--- config.mk ---
export PLATFORM = sky130hd
export DESIGN_NAME = iir_in_pacer
export DESIGN_NICKNAME = d
export VERILOG_FILES = /design/src/rtl/iir_in_pacer.sv
export SDC_FILE = /design/constraint.sdc
export NUM_CORES = 1
export LEC_CHECK = 0
export CORE_ASPECT_RATIO = 0.5
export CORE_MARGIN = 5
export CORE_UTILIZATION = 55
export CTS_BUF_LIST = sky130_fd_sc_hd__clkbuf_2 sky130_fd_sc_hd__clkbuf_4 sky130_fd_sc_hd__clkbuf_8
export CTS_CLUSTER_DIAMETER = 80
export CTS_CLUSTER_SIZE = 24
export DETAILED_ROUTE_END_ITERATION = 10
export PLACE_DENSITY = 0.85
export SLEW_MARGIN = 20
export SYNTH_ARGS = -nofsm -noshare
export SYNTH_HDL_FRONTEND = slang
export SYNTH_SLANG_ARGS = --single-unit
--- constraint.sdc ---
create_clock -name clk -period 5.9 [get_ports clk]
set_clock_uncertainty 0.05 [all_clocks]
set_input_delay 0.59 -clock clk [delete_from_list [all_inputs] [get_ports clk]]
set_output_delay 0.59 -clock clk [all_outputs]
set_load 0.005 [all_outputs]
--- src/rtl/iir_in_pacer.sv ---
// iir_in_pacer: sample FIFO that releases one held sample per pulse, pulses spaced at least GAP clocks apart
module iir_in_pacer #(
  parameter int DEPTH = 16,
  parameter int AW    = 4,
  parameter int GAP   = 7
) (
  input  logic               clk,
  input  logic               rst,
  input  logic signed [17:0] in_data,
  input  logic               in_valid,
  output logic               in_ready,
  output logic signed [17:0] out_data,
  output logic               out_valid,
  output logic [AW:0]        level,
  output logic               overflow
);
  localparam int CW = GAP > 1 ? $clog2(GAP) : 1;
  typedef enum logic {S_IDLE, S_WAIT} state_t;
  state_t             state;
  logic [CW-1:0]      cnt;
  logic [AW-1:0]      wp, rp;
  logic signed [17:0] mem [DEPTH];
  logic               wr, rel;
  assign in_ready = level != (AW+1)'(DEPTH);
  assign wr       = in_valid && in_ready;
  assign rel      = (level != '0) && (state == S_IDLE || cnt == '0);
  // sample storage; contents need no reset since level gates every read
  always_ff @(posedge clk)
    if (wr) mem[wp] <= in_data;
  // pointers, occupancy, sticky overflow and the release pacer
  always_ff @(posedge clk or negedge rst)
    if (!rst) begin
      state     <= S_IDLE;
      cnt       <= '0;
      wp        <= '0;
      rp        <= '0;
      level     <= '0;
      out_data  <= '0;
      out_valid <= 1'b0;
      overflow  <= 1'b0;
    end else begin
      if (wr) wp <= wp + 1'b1;
      if (rel) begin
        rp       <= rp + 1'b1;
        out_data <= mem[rp];
        state    <= S_WAIT;
        cnt      <= CW'(GAP - 1);
      end else if (cnt != '0) cnt <= cnt - 1'b1;
      else state <= S_IDLE;
      out_valid <= rel;
      level     <= level + (AW+1)'(wr) - (AW+1)'(rel);
      if (in_valid && !in_ready) overflow <= 1'b1;
    end
endmodule

==> qor_table.md, run 1 <==
| Step | Metric | Reported |
|---|---|---|
| clocking | Number of levels the H-tree was split into | 1 |
| drt | DR pass1 iterations | 5 |
| timing | Fmax | 311 MHz |
| layout | Proportion of layout cells with a drive suffix above 1 | 23.2% |
| pwr | Maximum vdd ir drop | 225 µV |
| setup path | Critical Path Fanout Max | 18 |
| drt | Detail-routed via count per cell | 6.19 |
| timing | Slew headroom | 23.3% |
| logic synthesis | Synthesized Nets | 624 |
| clocking | CTS Buf Count | 17 |
| setup path | Launch instance of the worst register-to-register path | level[2] |
| layout | Growth of design area from synthesis to finish | 9.51% |
| timing | Total count of max-transition violations in the final report | 0 |
| setup path | Buf/Inv on CP | 2 |
| min path | Path category of the worst min-delay check | primary input to async pin |
| setup path | Length in cells of the worst reg-to-reg path | 7 |
| drt | Antenna Violating Nets Remaining | 0 |
| setup path | Worst path slowest cell | sky130_fd_sc_hd__and2_1 |
| floorplanning | Die height | 117 µm |
| drt | Drt wl/cell | 24.9 µm |
| place | Half-perimeter wire length after placement | 14.5 mm |
| timing | Least-Margin Pin Slew | 1.15 ns |
| place | Final weighted congestion in routability-driven placement | 0.847 |
| timing | Final hold viol count | 0 |
| setup path | Cell chain of the critical path | inv_1 -> ha_1 -> nand4bb_1 -> and2_1 -> inv_2 -> nor3b_1 -> and2_1 |
| run status | Outcome | finished clean |
| grt | Wire length of the first global-routing pass | 35.9 mm |
| timing | Fin crit period | 3.21 ns |
| layout | Antenna diode instance count | 0 |
| logic synthesis | Most numerous cell in the Yosys netlist | sky130_fd_sc_hd__edfxtp_1 |
| drt | DR DRC count | 0 |
| logic synthesis | Post-synthesis cell type with the largest combined area | sky130_fd_sc_hd__edfxtp_1 |
| job | Max-cap viol count | 0 |
| grt | Via count of the first global-routing pass | 6020 |
| clocking | Resized Gates After CTS | 0 |
| layout | Number of nets in the layout | 671 |
| logic synthesis | List of most frequent post-synthesis cells | sky130_fd_sc_hd__edfxtp_1 (288), sky130_fd_sc_hd__mux4_2 (72), sky130_fd_sc_hd__dfrtp_1 (37) |
| clocking | Clock latency of the later-clocked register in the worst-skew pair | 0.54 ns |
| pwr | Power per unit of standard cell area | 434 nW/µm² |
| clocking | Root Buffer | sky130_fd_sc_hd__clkbuf_8 |
| logic synthesis | Number of synthesized register bits | 325 |
| grt | Initial antenna violation count | 0 |
| logic synthesis | Leading cell types by total area after synthesis | sky130_fd_sc_hd__edfxtp_1 (69%), sky130_fd_sc_hd__mux4_2 (13%), sky130_fd_sc_hd__dfrtp_1 (7.4%) |
| setup path | Signal arrival time at the worst endpoint | 3.32 ns |
| floorplanning | Die Footprint | 26100 µm² |
| clocking | TritonCTS clock tree | done |
| logic synthesis | Proportion of register bits with asynchronous set or reset after synthesis | 11.4% |
| drt | Final wirelength | 23.7 mm |
| clocking | Max Buffers Root-to-Sink | 3 |
| timing | Share of the clock period used by the worst path | 54.5% |
| floorplanning | Floorplan row count | 39 |
| grt | Pin count of the biggest net entering global routing | 47 |
| setup path | Slack of the worst reg-to-reg path | 2.69 ns |
| logic synthesis | Yosys Warn Count | 0 |
| drt | Total vias in the final route | 5897 |
| logic synthesis | Distinct cells, synth | 39 |
| setup path | Capture instance of the worst register-to-register path | mem[10][4] |
| clocking | CTS Sinks | 325 |
| timing | Number of failing setup endpoints in the final timing report | 0 |
| logic synthesis | Post-synth EDFFs | 288 |
| pwr | Post-layout total power | 5960 µW |
| timing | Unrepaired setup endpoints after global routing | false |
| setup path | End of the critical path | mem[10][4] |
| setup path | Critical path launch point type | register |
| timing | Summed negative setup slack over all endpoints | 0 ns |
| pwr | Leakage | 0.00433 µW |
| setup path | Delay contributed by the slowest stage of the critical path | 0.87 ns |
| setup path | Crit. Startpoint | level[2] |
| clocking | Post-CTS Repair Setup Buffers | 0 |
| clocking | Clock edge transition at the registers on the reported setup and hold paths | 0.14 ns |
| logic synthesis | Dominant register cell in the synthesized netlist | sky130_fd_sc_hd__edfxtp_1 |
| logic synthesis | Sequential share of the synthesized area | 76.5% |
| setup path | Critical path required time | 6.00 ns |
| place | Number of buffer cells added on primary ports | 46 |
| floorplanning | Die span in x | 223 µm |
| setup path | Cell depth of the worst setup path | 7 |
| logic synthesis | Average size of a mapped cell | 21.3 µm² |
| floorplanning | Initial core utilization | 55.4% |
| logic synthesis | Yosys top cell area share | 69.1% |
| grt | Congestion Overflow GR | 0 |
| setup path | Family with the most delay on the worst path | simple AND/OR/NAND/NOR gates |
| setup path | CP Capture Type | register |
| setup path | Library cell appearing most often on the critical path | sky130_fd_sc_hd__and2_1 |
| logic synthesis | Post-Syn Instances | 589 |
| setup path | Path type of the worst setup path | register to register |
| floorplanning | # IOs | 47 |
| floorplanning | Core region area | 22600 µm² |
| grt | Overall Global Routing Usage | 18.3% |
| drt | DR iter-0 viols | 615 |
| logic synthesis | Area of the mapped netlist | 12500 µm² |
| clocking | Post-CTS Hold Buffers | 0 |
[metal layers]
layer / up-vias / share of wire [%] / GRT usage, %
met5: - / 0 / 0
met4: 0 / 1.7 / 4.49
met3: 36 / 11 / 3.69
met2: 302 / 47 / 28.9
met1: 3063 / 40 / 27.0
li1: 2496 / - / -
[layout by cell type, fill, tap and decap left out, types with 2 or more instances in the layout]
master,instances
sky130_fd_sc_hd__xnor2_1,7
sky130_fd_sc_hd__clkdlybuf4s50_1,45
sky130_fd_sc_hd__xor2_1,3
sky130_fd_sc_hd__nand2_1,5
sky130_fd_sc_hd__o22ai_1,36
sky130_fd_sc_hd__edfxtp_1,288
sky130_fd_sc_hd__nor2_2,3
sky130_fd_sc_hd__inv_1,15
sky130_fd_sc_hd__mux4_2,72
sky130_fd_sc_hd__a21oi_1,21
sky130_fd_sc_hd__nand4_1,2
sky130_fd_sc_hd__dfrtp_1,35
sky130_fd_sc_hd__buf_4,11
sky130_fd_sc_hd__ha_1,13
sky130_fd_sc_hd__nor4_2,4
sky130_fd_sc_hd__nor2b_1,2
sky130_fd_sc_hd__and2_1,5
sky130_fd_sc_hd__nand2b_1,2
sky130_fd_sc_hd__clkbuf_8,17
sky130_fd_sc_hd__mux2_2,18
sky130_fd_sc_hd__o21ai_0,2
sky130_fd_sc_hd__nor2_1,3
sky130_fd_sc_hd__nor3_2,4
sky130_fd_sc_hd__clkbuf_4,11
[report_power, final]
group / switching [µW] / total (µW) / internal (µW)
combinational: 920 / 1880 / 956
sequential: 265 / 3100 / 2830
clock: 633 / 983 / 350
total: 1820 / 5960 / 4140
[state kept, by name (all words and copies together) (netlist names)]
register	count
out_valid	1
state	1
cnt	3
rp	4
mem	288
overflow	1
wp	4
out_data	18
level	5
[per-stage QoR]
stage / setup WS [ns] / utilization, % / std cells / hold slack, ns / area (µm²)
floorplan: 2.52 / - / 589 / 0.244 / 12500
global placement: 2.62 / 59.1 / 923 / 0.410 / 13300
detailed placement: 2.53 / 59.1 / 923 / 0.426 / 13300
CTS: 2.61 / 60.5 / 952 / 0.116 / 13700
global route: 2.53 / 60.7 / 953 / 0.157 / 13700
finish: 2.69 / 60.7 / 953 / 0.0989 / 13700
[how the worst min path moves through the flow]
stage	endpoint	slack [ns]
after floorplan	cnt[0]	0.24
after global placement	overflow	0.41
after detailed placement	overflow	0.43
after global routing	wp[1]	0.16
after CTS	wp[1]	0.12
final	wp[1]	0.1
[cell type report]
type,count,area (µm²)
clock buffers,28,317
clock inverters,1,16.3
fillers,1444,8880
inverters,16,60.1
multi-input cells,218,2790
flip-flops and latches,325,9580
well taps,307,384
repair buffers,58,566
[cells by family (layout without fill, tap and decap cells)]
group / after synthesis / count (layout) / synth area share, %
fa+ha+maj: 14 / 14 / 1.46
xor+xnor: 10 / 10 / 0.700
buf+inv: 46 / 103 / 1.82
mux: 91 / 91 / 14.7
simple gates: 37 / 37 / 1.71
flops: 325 / 325 / 76.5
compound gates: 66 / 66 / 3.19
(Power assumes the default switching activity.)
==> run 2: changes to the inputs <==
Settings changed: PLACE_DENSITY 0.85 to 0.88.
Clock period 5.9 ns to 2.7 ns, I/O delays scaled along.
==> qor_table.md, run 2 (same netlist as run 1, synthesis figures left out) <==
| Step | Metric | Reported | Change |
|---|---|---|---|
| layout | Growth of design area from synthesis to finish | 11.8% |  |
| timing | Share of the clock period used by the worst path | 95.9% | +41 points |
| layout | Largest register FFs | 288 | unchanged |
| place | Number of buffer cells added on primary ports | 46 | unchanged |
| drt | DR iter-0 viols | 869 | +41% |
| clocking | CTS Buf Count | 17 | unchanged |
| setup path | Signal arrival time at the worst endpoint | 3.02 ns | -0.30 ns |
| layout | Most frequent cells in the layout | sky130_fd_sc_hd__edfxtp_1 (288), sky130_fd_sc_hd__mux4_2 (72), sky130_fd_sc_hd__clkdlybuf4s50_1 (45), sky130_fd_sc_hd__o22ai_1 (36), sky130_fd_sc_hd__dfrtp_1 (35) |  |
| floorplanning | Core region area | 22600 µm² | unchanged |
| setup path | Capture instance of the worst register-to-register path | level[4] |  |
| drt | Antenna Violating Nets Remaining | 0 | unchanged |
| setup path | Worst path slowest cell | sky130_fd_sc_hd__dfrtp_1 |  |
| drt | DR pass1 iterations | 5 | unchanged |
| setup path | CP Capture Type | register |  |
| layout | Count of placed standard cells in the final layout, fillers left out | 980 | +2.8% |
| min path | Path category of the worst min-delay check | primary input to register |  |
| grt | Wire length of the first global-routing pass | 40.1 mm | +12% |
| floorplanning | Die height | 117 µm | unchanged |
| layout | Utilization of the core after routing | 62.0% | +1.3 points |
| grt | Initial antenna violation count | 0 | unchanged |
| floorplanning | # IOs | 47 | unchanged |
| min path | Beginning of the worst hold path | in_valid |  |
| setup path | Critical path required time | 3.13 ns | -2.87 ns |
| timing | Slew headroom | 36.0% | +13 points |
| setup path | Family with the most delay on the worst path | adder cells |  |
| job | Max-cap viol count | 0 | unchanged |
| setup path | Buf/Inv on CP | 3 | +1 |
| layout | Antenna diode instance count | 0 | unchanged |
| timing | Total count of max-transition violations in the final report | 0 | unchanged |
| setup path | Length in cells of the worst reg-to-reg path | 13 | +6 |
| layout | Most frequent standard cell in the layout excluding fill and tap cells | sky130_fd_sc_hd__edfxtp_1 |  |
| layout | Number of nets in the layout | 697 | +3.9% |
| floorplanning | Floorplan row count | 39 | unchanged |
| grt | Overall Global Routing Usage | 20.5% | +2.2 points |
| layout | Post-route standard cell area excluding fillers | 14000 µm² | +2.1% |
| setup path | Cell chain of the critical path | inv_2 -> ha_2 -> nor4b_4 -> buf_4 -> a21oi_4 -> ha_1 -> inv_1 -> ha_1 -> fa_2 -> a21oi_2 -> nor2_1 -> nor2_1 -> xnor2_1 |  |
| setup path | Critical Path Fanout Max | 4 | -14 |
| pwr | Power per unit of standard cell area | 953 nW/µm² | +120% |
| clocking | Clock latency of the later-clocked register in the worst-skew pair | 0.55 ns | about the same |
| timing | Final hold viol count | 0 | unchanged |
| layout | Proportion of layout cells with a drive suffix above 1 | 26.9% | +3.7 points |
| place | Half-perimeter wire length after placement | 16.2 mm | +12% |
| layout | Largest Register | mem |  |
| grt | Pin count of the biggest net entering global routing | 53 | +13% |
| timing | Number of failing setup endpoints in the final timing report | 0 | unchanged |
| pwr | Leakage | 0.00448 µW | +3.6% |
| clocking | CTS Sinks | 325 | unchanged |
| setup path | Delay contributed by the slowest stage of the critical path | 0.43 ns | -0.44 ns |
| setup path | Critical path launch point type | register |  |
| drt | Detail-routed via count per cell | 6.31 | +2.0% |
| setup path | Path type of the worst setup path | register to register |  |
| setup path | Launch instance of the worst register-to-register path | level[2] |  |
| clocking | Clock edge transition at the registers on the reported setup and hold paths | 0.14 ns | about the same |
| place | Cell Area, Placed | 13600 µm² | +1.9% |
| drt | Drt wl/cell | 26.8 µm | +7.7% |
| clocking | Root Buffer | sky130_fd_sc_hd__clkbuf_8 |  |
| pwr | Post-layout total power | 13300 µW | +120% |
| floorplanning | Die span in x | 223 µm | unchanged |
| clocking | Number of levels the H-tree was split into | 1 | unchanged |
| min path | Hold Path Stages | 3 |  |
| floorplanning | Initial core utilization | 55.4% | unchanged |
| clocking | Max Buffers Root-to-Sink | 3 | unchanged |
| drt | DR DRC count | 0 | unchanged |
| place | Final weighted congestion in routability-driven placement | 0.808 | -4.6% |
| pwr | Maximum vdd ir drop | 439 µV | +95% |
| timing | Least-Margin Pin Slew | 0.959 ns | -0.191 ns |
| drt | Final wirelength | 26.3 mm | +11% |
| drt | Total vias in the final route | 6188 | +4.9% |
| timing | Fmax | 386 MHz | +24% |
| run status | Outcome | finished clean |  |
| min path | Hold Path End | overflow |  |
| grt | Via count of the first global-routing pass | 6453 | +7.2% |
| timing | Fin crit period | 2.59 ns | -0.624 ns |
| place | DP Cell Count | 946 | +2.5% |
| clocking | TritonCTS clock tree | done |  |
| setup path | Slack of the worst reg-to-reg path | 0.11 ns | -2.58 ns |
| grt | Congestion Overflow GR | 0 | unchanged |
| floorplanning | Die Footprint | 26100 µm² | unchanged |
| layout | Largest registers | mem (288), out_data (18), level (5) |  |
-- run 2: repair_timing --
action	in CTS	in global routing
pin swaps	0	2
endpoints found under the setup margin	1	1
buffers inserted	0	3
endpoints found under the hold margin	37	0
hold buffers	1	0
gates resized for setup	2	4
-- run 2: report_power, final --
group / switching (µW) / internal, µW / leakage, µW / total [µW]
clock: 1400 / 767 / 0.000180 / 2170
sequential: 535 / 6190 / 0.00302 / 6730
combinational: 2170 / 2280 / 0.00129 / 4450
total: 4100 / 9240 / 0.00448 / 13300
-- run 2: how the worst max path moves through the flow --
stage,from,to,slack [ns],cells past startpoint
floorplan,level[2],mem[0][0],-0.68,7
global placement,level[2],level[4],0.17,13
detailed placement,level[2],level[4],-0.02,13
CTS,level[2],level[4],0.02,13
global route,level[3],level[4],-0.04,13
finish,level[2],level[4],0.11,13
-- run 2: cell type report --
type	instances	area (µm²)
flip-flops and latches	325	9580
well taps	307	384
fillers	1420	8590
clock buffers	28	317
multi-input cells	218	2810
inverters	16	60.1
repair buffers	84	831
clock inverters	2	23.8
-- run 2: worst register-to-register path, cell delays in order (launching register included) --
cell                      delay, ns
sky130_fd_sc_hd__dfrtp_1       0.43
sky130_fd_sc_hd__inv_2         0.07
sky130_fd_sc_hd__ha_2          0.19
sky130_fd_sc_hd__nor4b_4       0.21
sky130_fd_sc_hd__buf_4         0.18
sky130_fd_sc_hd__a21oi_4       0.04
sky130_fd_sc_hd__ha_1          0.27
sky130_fd_sc_hd__inv_1         0.04
sky130_fd_sc_hd__ha_1          0.20
sky130_fd_sc_hd__fa_2          0.36
sky130_fd_sc_hd__a21oi_2       0.14
sky130_fd_sc_hd__nor2_1        0.06
sky130_fd_sc_hd__nor2_1        0.14
sky130_fd_sc_hd__xnor2_1       0.13
-- run 2: metal layers --
metal | up-vias | routed length [µm] | part of all wire, % | GRT usage [%]
met5 | - | 0 | 0 | 0
met4 | 0 | 390 | 1.5 | 4.36
met3 | 38 | 2520 | 9.6 | 3.77
met2 | 389 | 13200 | 50 | 34.6
met1 | 3209 | 10200 | 39 | 29.0
li1 | 2552 | - | - | -
-- run 2: metrics by stage --
step	worst slack, ns	setup TNS, ns	hold slack, ns
after floorplan	-0.682	-57.96	-0.0756
after global placement	0.171	0	0.404
after detailed placement	-0.0180	-0.0180	0.420
after CTS	0.0205	0	0.259
after global routing	-0.0394	-0.0394	0.281
final	0.110	0	0.273
==> run 3: changes to the inputs <==
Settings changed: SETUP_SLACK_MARGIN from default to 0.05.
==> qor_table.md, run 3 (same netlist as run 1, synthesis figures left out) <==
| Step | Metric | Reported | Change |
|---|---|---|---|
| layout | Proportion of layout cells with a drive suffix above 1 | 27.2% | +0.30 points |
| min path | Path category of the worst min-delay check | primary input to register |  |
| layout | Largest Register | mem |  |
| clocking | Clock edge transition at the registers on the reported setup and hold paths | 0.14 ns | about the same |
| grt | Congestion Overflow GR | 0 | unchanged |
| drt | Final wirelength | 26.3 mm | about the same |
| clocking | TritonCTS clock tree | done |  |
| floorplanning | Core region area | 22600 µm² | unchanged |
| floorplanning | # IOs | 47 | unchanged |
| job | Max-cap viol count | 0 | unchanged |
| floorplanning | Die height | 117 µm | unchanged |
| floorplanning | Initial core utilization | 55.4% | unchanged |
| clocking | Max Buffers Root-to-Sink | 3 | unchanged |
| pwr | Maximum vdd ir drop | 438 µV | -0.18% |
| run status | Outcome | finished clean |  |
| timing | Total count of max-transition violations in the final report | 0 | unchanged |
| setup path | Signal arrival time at the worst endpoint | 3.01 ns | about the same |
| place | Cell Area, Placed | 13600 µm² | unchanged |
| grt | Pin count of the biggest net entering global routing | 53 | unchanged |
| timing | Final worst-path setup slack | 0.121 ns | +0.0111 ns |
| grt | Overall Global Routing Usage | 20.5% | unchanged |
| layout | Largest registers | mem (288), out_data (18), level (5) |  |
| drt | DR pass1 iterations | 5 | unchanged |
| pwr | Proportion of power drawn by flip-flops and latches | 50.4% | about the same |
| clocking | Root Buffer | sky130_fd_sc_hd__clkbuf_8 |  |
| pwr | Clk network pwr share | 16.2% | about the same |
| drt | DR iter-0 viols | 853 | -1.8% |
| layout | Largest register FFs | 288 | unchanged |
| grt | Via count of the first global-routing pass | 6453 | unchanged |
| drt | Total vias in the final route | 6162 | -0.42% |
| pwr | Power per unit of standard cell area | 953 nW/µm² | about the same |
| pwr | Leakage | 0.00448 µW | about the same |
| timing | Least-Margin Pin Slew | 0.979 ns | +0.0195 ns |
| setup path | Critical path required time | 3.13 ns | about the same |
| place | Number of buffer cells added on primary ports | 46 | unchanged |
| pwr | Switch share | 30.7% | about the same |
| timing | Number of failing setup endpoints in the final timing report | 0 | unchanged |
| place | Post-Place Setup Slack | -0.0180 ns | unchanged |
| pwr | Power share of the combinational group | 33.4% | about the same |
| layout | Filler cells | 1419 | -0.070% |
| timing | Post-Route Hold Slack | 0.277 ns | +0.00382 ns |
| pwr | Cell internal power dissipation | 9240 µW | about the same |
| setup path | Launch instance of the worst register-to-register path | level[2] |  |
| clocking | Clock latency of the later-clocked register in the worst-skew pair | 0.55 ns | about the same |
| layout | Most frequent cells in the layout | sky130_fd_sc_hd__edfxtp_1 (288), sky130_fd_sc_hd__mux4_2 (72), sky130_fd_sc_hd__clkdlybuf4s50_1 (45), sky130_fd_sc_hd__o22ai_1 (36), sky130_fd_sc_hd__dfrtp_1 (35) |  |
| setup path | Path type of the worst setup path | register to register |  |
| setup path | Critical path launch point type | register |  |
| grt | Wire length of the first global-routing pass | 40.1 mm | unchanged |
| drt | Detail-routed via count per cell | 6.29 | -0.42% |
| drt | Drt wl/cell | 26.8 µm | about the same |
| grt | Initial antenna violation count | 0 | unchanged |
| drt | Antenna Violating Nets Remaining | 0 | unchanged |
| timing | Slew headroom | 34.7% | -1.3 points |
| drt | DR DRC count | 0 | unchanged |
| timing | Fin crit period | 2.58 ns | -0.0111 ns |
| clocking | CTS Sinks | 325 | unchanged |
| clocking | Number of levels the H-tree was split into | 1 | unchanged |
| floorplanning | Floorplan row count | 39 | unchanged |
| layout | Post-route standard cell area excluding fillers | 14000 µm² | about the same |
| setup path | Critical Path Fanout Max | 4 | unchanged |
| layout | Antenna diode instance count | 0 | unchanged |
| timing | Share of the clock period used by the worst path | 95.5% | -0.41 points |
| timing | Unrepaired setup endpoints after global routing | false |  |
| layout | Growth of design area from synthesis to finish | 11.8% | about the same |
| setup path | CP Capture Type | register |  |
| layout | Most frequent standard cell in the layout excluding fill and tap cells | sky130_fd_sc_hd__edfxtp_1 |  |
| layout | Count of placed standard cells in the final layout, fillers left out | 980 | unchanged |
| pwr | Net switching power | 4100 µW | about the same |
| timing | Fmax | 388 MHz | +0.43% |
| floorplanning | Die Footprint | 26100 µm² | unchanged |
| layout | Number of nets in the layout | 697 | unchanged |
| place | Half-perimeter wire length after placement | 16.2 mm | unchanged |
| place | DP Cell Count | 946 | unchanged |
| place | Final weighted congestion in routability-driven placement | 0.808 | unchanged |
| setup path | Crit. Startpoint | level[2] |  |
| min path | Beginning of the worst hold path | in_valid |  |
| floorplanning | Die span in x | 223 µm | unchanged |
| clocking | CTS Buf Count | 17 | unchanged |
| timing | Final hold viol count | 0 | unchanged |
run 3: cell types whose count changed in the layout (fill, tap and decap cells not counted):
| cell | before | now |
|---|---|---|
| sky130_fd_sc_hd__ha_1 | 12 | 11 |
| sky130_fd_sc_hd__inv_2 | 2 | 3 |
| sky130_fd_sc_hd__ha_2 | 1 | 2 |
| sky130_fd_sc_hd__inv_1 | 14 | 13 |
run 3: power groups by stage:
stage | registers [µW] | clock network [µW] | logic [µW]
3_3_place_gp | 6750 | 0 | 4200
5_1_grt | 6790 | 2410 | 4780
4_1_cts | 6710 | 2190 | 4430
6_report | 6720 | 2160 | 4460
2_1_floorplan | 6530 | 0 | 3000
3_5_place_dp | 6820 | 0 | 4390
run 3: repair_timing:
action | 4_1_cts | 5_1_grt
hold buffers | 1 | 0
resized for setup | 3 | 5
pin swaps | 0 | 3
endpoints found under the hold margin | 37 | 0
setup endpoints to repair | 1 | 1
setup buffers | 0 | 3
run 3: metal layers:
metal | wire [µm] | up-vias | track usage (%)
met5 | 0 | - | 0
met3 | 2450 | 34 | 3.77
met1 | 10400 | 3241 | 29.0
met4 | 379 | 0 | 4.36
li1 | - | 2551 | -
met2 | 13100 | 336 | 34.6
run 3: final cells by class:
| cell class | instances | area [µm²] | area share [%] |
|---|---|---|---|
| Clock buffer | 28 | 317 | 2.26 |
| Clock inverter | 2 | 23.8 | 0.170 |
| Inverter | 16 | 60.1 | 0.429 |
| Multi-Input combinational cell | 218 | 2810 | 20.1 |
| Sequential cell | 325 | 9580 | 68.4 |
| Tap cell | 307 | 384 | 2.74 |
| Timing Repair Buffer | 84 | 831 | 5.93 |
run 3: path summary, 6_finish.rpt:
kind / endpoint / cells past startpoint / slack [ns]
worst max-delay path: level[4] / 13 / 0.12
worst min-delay path: overflow / 3 / 0.28
worst max register to register: level[4] / 13 / 0.12
worst min register to register: overflow / 1 / 0.47
max in group asynchronous: rp[2] / 2 / 1.50
min in group asynchronous: out_data[2] / 2 / 0.38
run 3: worst max-delay path: stages, from the launching register on:
cell and delay [ns]:
sky130_fd_sc_hd__dfrtp_1 0.43, sky130_fd_sc_hd__inv_2 0.07, sky130_fd_sc_hd__ha_2 0.18, sky130_fd_sc_hd__nor4b_4 0.21, sky130_fd_sc_hd__buf_4 0.18, sky130_fd_sc_hd__a21oi_4 0.04, sky130_fd_sc_hd__ha_1 0.28, sky130_fd_sc_hd__inv_1 0.05
sky130_fd_sc_hd__ha_2 0.18, sky130_fd_sc_hd__fa_2 0.36, sky130_fd_sc_hd__a21oi_2 0.15, sky130_fd_sc_hd__nor2_1 0.06, sky130_fd_sc_hd__nor2_1 0.14, sky130_fd_sc_hd__xnor2_1 0.14
run 3: stage by stage:
stage / util [%] / setup TNS [ns] / total power, µW
floorplan: - / -57.96 / 9530
global placement: 60.2 / 0 / 10900
detailed placement: 60.2 / -0.0180 / 11200
CTS: 61.8 / 0 / 13300
global route: 62.0 / 0 / 14000
finish: 62.0 / 0 / 13300
